<file path="src/rtl/compressor_pkg.sv">
// 4:2 compressor row: shared types, cell equations
// and configuration checks.
package compressor_pkg;

  typedef enum logic {
    MODE_EXACT  = 1'b0,
    MODE_APPROX = 1'b1
  } mode_t;

  typedef struct packed {
    logic s;
    logic c;
    logic cout;
  } cell_out_t;

  function automatic cell_out_t cell_exact(
    input logic [4:1] x,
    input logic       cin
  );
    cell_out_t r;
    logic      p;
    p      = ^x;
    r.s    = p ^ cin;
    r.c    = p ? cin : x[4];
    r.cout = (x[1] ^ x[2]) ? x[3] : x[1];
    return r;
  endfunction

  function automatic cell_out_t cell_approx(
    input logic [4:1] x
  );
    cell_out_t r;
    r.s    = (x[1] ^ x[2]) | (x[3] ^ x[4]);
    r.c    = (x[1] & x[2]) | (x[3] & x[4]);
    r.cout = 1'b0;
    return r;
  endfunction

  function automatic bit params_ok(
    input int w,
    input int ac,
    input int st
  );
    return (w >= 4) && (w % 2 == 0) &&
           (ac >= 0) && (ac <= w) &&
           (st == 1 || st == 2);
  endfunction

endpackage

</file>
<file path="src/rtl/compressor42_cell.sv">
// One 4:2 compressor column, exact or
// approximate per approx_en.
module compressor42_cell
  import compressor_pkg::*;
(
  input  logic [4:1] x,
  input  logic       cin,
  input  logic       approx_en,
  output logic       s,
  output logic       c,
  output logic       cout
);

  cell_out_t w_e;
  cell_out_t w_a;
  cell_out_t w_r;

  always_comb begin
    w_e = cell_exact(x, cin);
    w_a = cell_approx(x);
    w_r = approx_en ? w_a : w_e;
  end

  assign s    = w_r.s;
  assign c    = w_r.c;
  assign cout = w_r.cout;

endmodule

</file>
<file path="src/rtl/compressor42_row_pipe.sv">
// Pipelined row of 4:2 compressors with a
// valid/ready handshake, 1 or 2 stages.
module compressor42_row_pipe
  import compressor_pkg::*;
#(
  parameter int W           = 8,
  parameter int APPROX_COLS = 4,
  parameter int STAGES      = 1
) (
  input  logic         clk,
  input  logic         rst,
  input  logic         in_valid,
  output logic         in_ready,
  input  logic [W-1:0] a_i,
  input  logic [W-1:0] b_i,
  input  logic [W-1:0] c_i,
  input  logic [W-1:0] d_i,
  input  logic         mode_i,
  output logic         out_valid,
  input  logic         out_ready,
  output logic [W:0]   sum_o,
  output logic [W:0]   carry_o,
  output logic         mode_o
);

  localparam int H    = W / 2;
  localparam bit P_OK =
    params_ok(W, APPROX_COLS, STAGES);

  if (!P_OK) begin : g_bad_cfg
    $error("compressor42_row_pipe: bad params");
  end

  logic [W-1:0] w_x1, w_x2, w_x3, w_x4;
  logic [W-1:0] w_cin;
  logic [W-1:0] w_colmode;
  logic [W-1:0] w_aen;
  logic [W-1:0] w_s, w_c, w_co;

  logic         r_vo;
  logic [W:0]   r_sum;
  logic [W:0]   r_car;
  mode_t        r_mo;

  assign out_valid = r_vo;
  assign sum_o     = r_sum;
  assign carry_o   = r_car;
  assign mode_o    = r_mo;

  for (genvar i = 0; i < W; i++) begin : g_col
    localparam bit APX = (i < APPROX_COLS);
    assign w_aen[i] = APX & w_colmode[i];
    compressor42_cell u_cell (
      .x        ({w_x4[i], w_x3[i],
                  w_x2[i], w_x1[i]}),
      .cin      (w_cin[i]),
      .approx_en(w_aen[i]),
      .s        (w_s[i]),
      .c        (w_c[i]),
      .cout     (w_co[i])
    );
  end

  if (STAGES == 2) begin : g_two
    logic         r_v1;
    logic [H-1:0] r_s1;
    logic [H-1:0] r_c1;
    logic         r_co1;
    logic [W-1:H] r_a1, r_b1, r_c1i, r_d1;
    mode_t        r_m1;
    logic         w_adv1;
    logic         w_adv2;

    assign w_adv2   = !r_vo | out_ready;
    assign w_adv1   = !r_v1 | w_adv2;
    assign in_ready = w_adv1;

    // low half from the inputs, high half from stage 1
    assign w_x1 = {r_a1,  a_i[H-1:0]};
    assign w_x2 = {r_b1,  b_i[H-1:0]};
    assign w_x3 = {r_c1i, c_i[H-1:0]};
    assign w_x4 = {r_d1,  d_i[H-1:0]};
    assign w_cin = {w_co[W-2:H], r_co1,
                    w_co[H-2:0], 1'b0};
    assign w_colmode = {
      {(W-H){r_m1 == MODE_APPROX}},
      {H{mode_i}}
    };

    always_ff @(posedge clk or posedge rst) begin
      if (rst) begin
        r_v1  <= 1'b0;
        r_s1  <= '0;
        r_c1  <= '0;
        r_co1 <= 1'b0;
        r_a1  <= '0;
        r_b1  <= '0;
        r_c1i <= '0;
        r_d1  <= '0;
        r_m1  <= MODE_EXACT;
      end else if (w_adv1) begin
        r_v1 <= in_valid;
        if (in_valid) begin
          r_s1  <= w_s[H-1:0];
          r_c1  <= w_c[H-1:0];
          r_co1 <= w_co[H-1];
          r_a1  <= a_i[W-1:H];
          r_b1  <= b_i[W-1:H];
          r_c1i <= c_i[W-1:H];
          r_d1  <= d_i[W-1:H];
          r_m1  <= mode_t'(mode_i);
        end
      end
    end

    always_ff @(posedge clk or posedge rst) begin
      if (rst) begin
        r_vo  <= 1'b0;
        r_sum <= '0;
        r_car <= '0;
        r_mo  <= MODE_EXACT;
      end else if (w_adv2) begin
        r_vo <= r_v1;
        if (r_v1) begin
          r_sum <= {w_co[W-1], w_s[W-1:H], r_s1};
          r_car <= {w_c[W-1:H], r_c1, 1'b0};
          r_mo  <= r_m1;
        end
      end
    end
  end else begin : g_one
    logic w_adv;

    assign w_adv    = !r_vo | out_ready;
    assign in_ready = w_adv;

    assign w_x1      = a_i;
    assign w_x2      = b_i;
    assign w_x3      = c_i;
    assign w_x4      = d_i;
    assign w_cin     = {w_co[W-2:0], 1'b0};
    assign w_colmode = {W{mode_i}};

    always_ff @(posedge clk or posedge rst) begin
      if (rst) begin
        r_vo  <= 1'b0;
        r_sum <= '0;
        r_car <= '0;
        r_mo  <= MODE_EXACT;
      end else if (w_adv) begin
        r_vo <= in_valid;
        if (in_valid) begin
          r_sum <= {w_co[W-1], w_s};
          r_car <= {w_c, 1'b0};
          r_mo  <= mode_t'(mode_i);
        end
      end
    end
  end

endmodule

</file>
<file path="config.mk">
export PLATFORM = sky130hd
export DESIGN_NAME = compressor42_row_pipe
export DESIGN_NICKNAME = d
export VERILOG_FILES = /design/src/rtl/compressor_pkg.sv /design/src/rtl/compressor42_cell.sv /design/src/rtl/compressor42_row_pipe.sv
export SDC_FILE = /design/constraint.sdc
export NUM_CORES = 1
export LEC_CHECK = 0
export ABC_CLOCK_PERIOD_IN_PS = 900
export CELL_PAD_IN_SITES_DETAIL_PLACEMENT = 0
export CELL_PAD_IN_SITES_GLOBAL_PLACEMENT = 1
export CORE_ASPECT_RATIO = 1.1
export CORE_UTILIZATION = 27
export DETAILED_ROUTE_END_ITERATION = 8
export GPL_ROUTABILITY_DRIVEN = 0
export PLACE_DENSITY = 0.76
export SYNTH_ARGS = -nofsm -noshare
export SYNTH_HDL_FRONTEND = slang
export SYNTH_SLANG_ARGS = --single-unit
</file>
<file path="constraint.sdc">
create_clock -name clk -period 0.9 [get_ports clk]
set_input_delay 0.135 -clock clk [delete_from_list [all_inputs] [get_ports clk]]
set_output_delay 0.135 -clock clk [all_outputs]
set_load 0.05 [all_outputs]
</file>
==> run_results.csv <==
group,metric,value,unit
finish,final_area,0.00281,mm²
routing,top_layer,"met4",
grt,antenna_found_initial,0,
sta,min_period,1.14,ns
routing,met2_length,2.24,mm
finish,multi_input_area,0.00109,mm²
synth,avgSynthCellArea,9.19,µm²
clock_network,clk_pin_slew,0.07,ns
worst_setup_path,crit_chain,"buf_8 > ha_4 > inv_4 > ha_4 > xor2_1 > mux2_4 > o21ai_2",
grt,grt_pass1_vias,1190,
floorplan,rows,25,
routing,drt_iter0_drc,23,
routing,dr.pass1.iters,4,
clock_network,cts_root_buf,"clkbuf_8",
pwr,p_int,0.00283,W
grt,grt_max_degree,21,
routing,routed_wl,3.70,mm
worst_setup_path,start_kind,"primary input",
synth,syn-num-nets,189,
floorplan,die_h,74.4,µm
finish,diodes,0,
clock_network,cts_made_buffers,3,
place,placed_cells,257,
worst_setup_path,critPathArrivalTime,1.33,ns
pwr,p_per_area,1650,mW/mm²
outcome,status,"finished with violations",
floorplan,core-area,0.00444,mm²
worst_setup_path,crit_type,"primary input to flop",
routing,final_antenna_net_count,0,
clock_network,clock_latency,0.25,ns
synth,ys_seq_area_frac,0.370,
finish,num-fill-cells,365,
sta,period_share,1.27,
synth,synth_area_leader_cell,"dfrtp_1",
worst_setup_path,worstPathRequired,1.09,ns
pwr,ir_worst_vdd,0.751,mV
grt,grtUsageTotal,0.137,
clock_network,cts.sinks,19,
pwr,p_comb_frac,0.607,
sta,slew_viol_final,0,
hold_path,min_path_type,"primary input to async pin",
place,dp_slack,-0.925,ns
synth,mappedNetlistArea,0.00129,mm²
sta,fmax,0.876,GHz
finish,syn2layout_area_growth,119,%
routing,m1WireLength,1.28,mm
clock_network,clk_path_buf_depth,2,
worst_setup_path,crit_family,"adder cells",
finish,nNetsFinal,275,
synth,synth.yosys.warnings,0,
place,port_buffers,56,
worst_setup_path,critPathMaxStageDelay,0.28,ns
pwr,clkPwrFrac,0.125,
sta,finClkSkew,0.00290,ns
worst_setup_path,cpMostUsedCell,"ha_4",
pwr,share_seq_of_total_power,0.268,
finish,drive_gt1_frac,0.591,
worst_setup_path,cp_num_buf_inv,2,
routing,vias_per_cell,4.54,
routing,wl_per_cell,13.2,µm
pwr,p_leak,1.28,nW
grt,grt_first_pass_wirelength,5.21,mm
synth,synth_area_leaders,"dfrtp_1, ha_1, xnor2_1, nand2_1, mux2i_1",
sta,setup_viol,38,
sta,rsz0062_at_grt,"true",
synth,ys_types,21,
synth,ys_seq_elements,19,
clock_network,cts_tree,"built",
finish,finalNonFillerCells,279,
place,dpl.hpwl,2.61,mm
floorplan,start_util,0.290,
floorplan,die_w,67.8,µm
routing,route.met3.wl,148,µm
outcome,violations,"setup timing",
worst_setup_path,worst_setup_path_end_kind,"flop",
floorplan,io_pins,58,
grt,overflow,0,
sta,hold_viol,0,
routing,drcViolationCount,0,
worst_setup_path,worst_path_max_delay_cell,"mux2_4",
floorplan,die-area,0.00504,mm²
synth,synth_cells,140,
clock_network,htree_levels,1,
pwr,p_sw,0.00180,W
finish,regArea,482,µm²
worst_setup_path,cp_max_fo,3,
pwr,switching_share,0.389,
job,cap_violations,0,
routing,dr_total_vias,1267,
place,placed_cell_area,0.00237,mm²
synth,yosysTopAreaCellShare,0.370,
sta,fin_ws,-0.242,ns
pwr,power,0.00463,W
[through the flow]
step           hold WS [ns]  TNS, ns   util
3_5_place_dp          0.467   -12.38  0.534
3_3_place_gp          0.472   -11.61  0.534
4_1_cts               0.190    -4.10  0.571
6_report              0.192    -5.37  0.633
2_1_floorplan        0.0861    -6.24      -
5_1_grt               0.218    -6.68  0.633
[worst min-delay path: stages]
cell and delay (ns):
clkdlybuf4s50_1 0.39, inv_1 0.09, buf_12 0.16
[cell usage after synthesis]
| library cell | count |
|---|---|
| buf_2 | 3 |
| xor2_1 | 7 |
| nand2_1 | 22 |
| xnor2_1 | 12 |
| nor2_1 | 8 |
| mux2_2 | 4 |
| o31a_1 | 1 |
| o21ai_0 | 16 |
| o21ai_1 | 4 |
| mux2i_1 | 8 |
| ha_1 | 12 |
| o21ai_2 | 1 |
| inv_1 | 10 |
| dfrtp_1 | 19 |
| nand2b_1 | 2 |
| a21oi_1 | 4 |
| buf_4 | 1 |
| clkbuf_2 | 1 |
| conb_1 | 1 |
| maj3_1 | 3 |
| o31ai_1 | 1 |
[layer usage]
metal / track usage / vias to the layer above
li1: - / 631
met1: 0.143 / 601
met2: 0.270 / 33
met3: 0.0199 / 2
met4: 0.0486 / 0
met5: 0 / -
[power by group through the flow]
stage	clock (W)	sequential, W	combinational [W]
4_1_cts	0.000606	0.00121	0.00252
5_1_grt	0.000660	0.00126	0.00298
6_report	0.000580	0.00124	0.00281
3_5_place_dp	0	0.00123	0.00239
2_1_floorplan	0	0.00172	0.000667
3_3_place_gp	0	0.00122	0.00233
[timing repair]
action                                  CTS  global route
endpoints found under the setup margin   38            38
setup buffers                             6             8
hold buffers                              0             0
resized for setup                       122            40
pin swaps                                26            16
cloned                                    0             4
[final timing paths]
kind | end | start | depth (start not counted) | slack [ns]
min | sum_o[8] | rst | 3 | 0.19
max in group asynchronous | sum_o[5] | rst | 3 | 0.57
max reg2reg | mode_o | out_valid | 4 | -0.24
max | sum_o[3] | a_i[3] | 7 | -0.24
min in group clk | carry_o[1] | d_i[0] | 4 | 0.28
min reg2reg | sum_o[4] | sum_o[4] | 2 | 0.55
[logic make-up after synthesis]
family | after synthesis | share of synthesized area
flip-flops | 19 | 0.370
AND/OR/NAND/NOR | 32 | 0.0973
multiplexers | 12 | 0.0973
adder cells (fa/ha/maj) | 15 | 0.140
other | 1 | 0.00292
XOR/XNOR | 19 | 0.129
AO/OA/AOI/OAI | 27 | 0.113
buffers and inverters | 15 | 0.0506
[layout by cell type, fill, tap and decap left out, drive strengths merged]
cell type / Yosys / routed
inv: 10 / 10
ha: 12 / 12
xor2: 7 / 7
clkdlybuf4s50: 0 / 4
dlygate4sd2: 0 / 16
nor2: 8 / 8
nand2: 22 / 22
conb: 1 / 1
clkbuf: 1 / 6
mux2: 4 / 4
mux2i: 8 / 8
buf: 4 / 63
o31a: 1 / 1
clkinv: 0 / 1
o31ai: 1 / 1
maj3: 3 / 3
o21ai: 21 / 21
nand2b: 2 / 2
xnor2: 12 / 12
a21oi: 4 / 4
dfrtp: 19 / 19
[layout make-up]
cell class / count / share of cell area
Clock buffer: 3 / 0.0147
Timing Repair Buffer: 86 / 0.385
Sequential cell: 19 / 0.171
Clock inverter: 1 / 0.00178
Inverter: 10 / 0.0160
Multi-Input combinational cell: 106 / 0.387
Tap cell: 54 / 0.0240
[state kept, by name, indices dropped and copies added (netlist names)]
name / cells
mode_o: 1
out_valid: 1
sum_o: 9
carry_o: 8
Power figures use the tool's default switching activity.
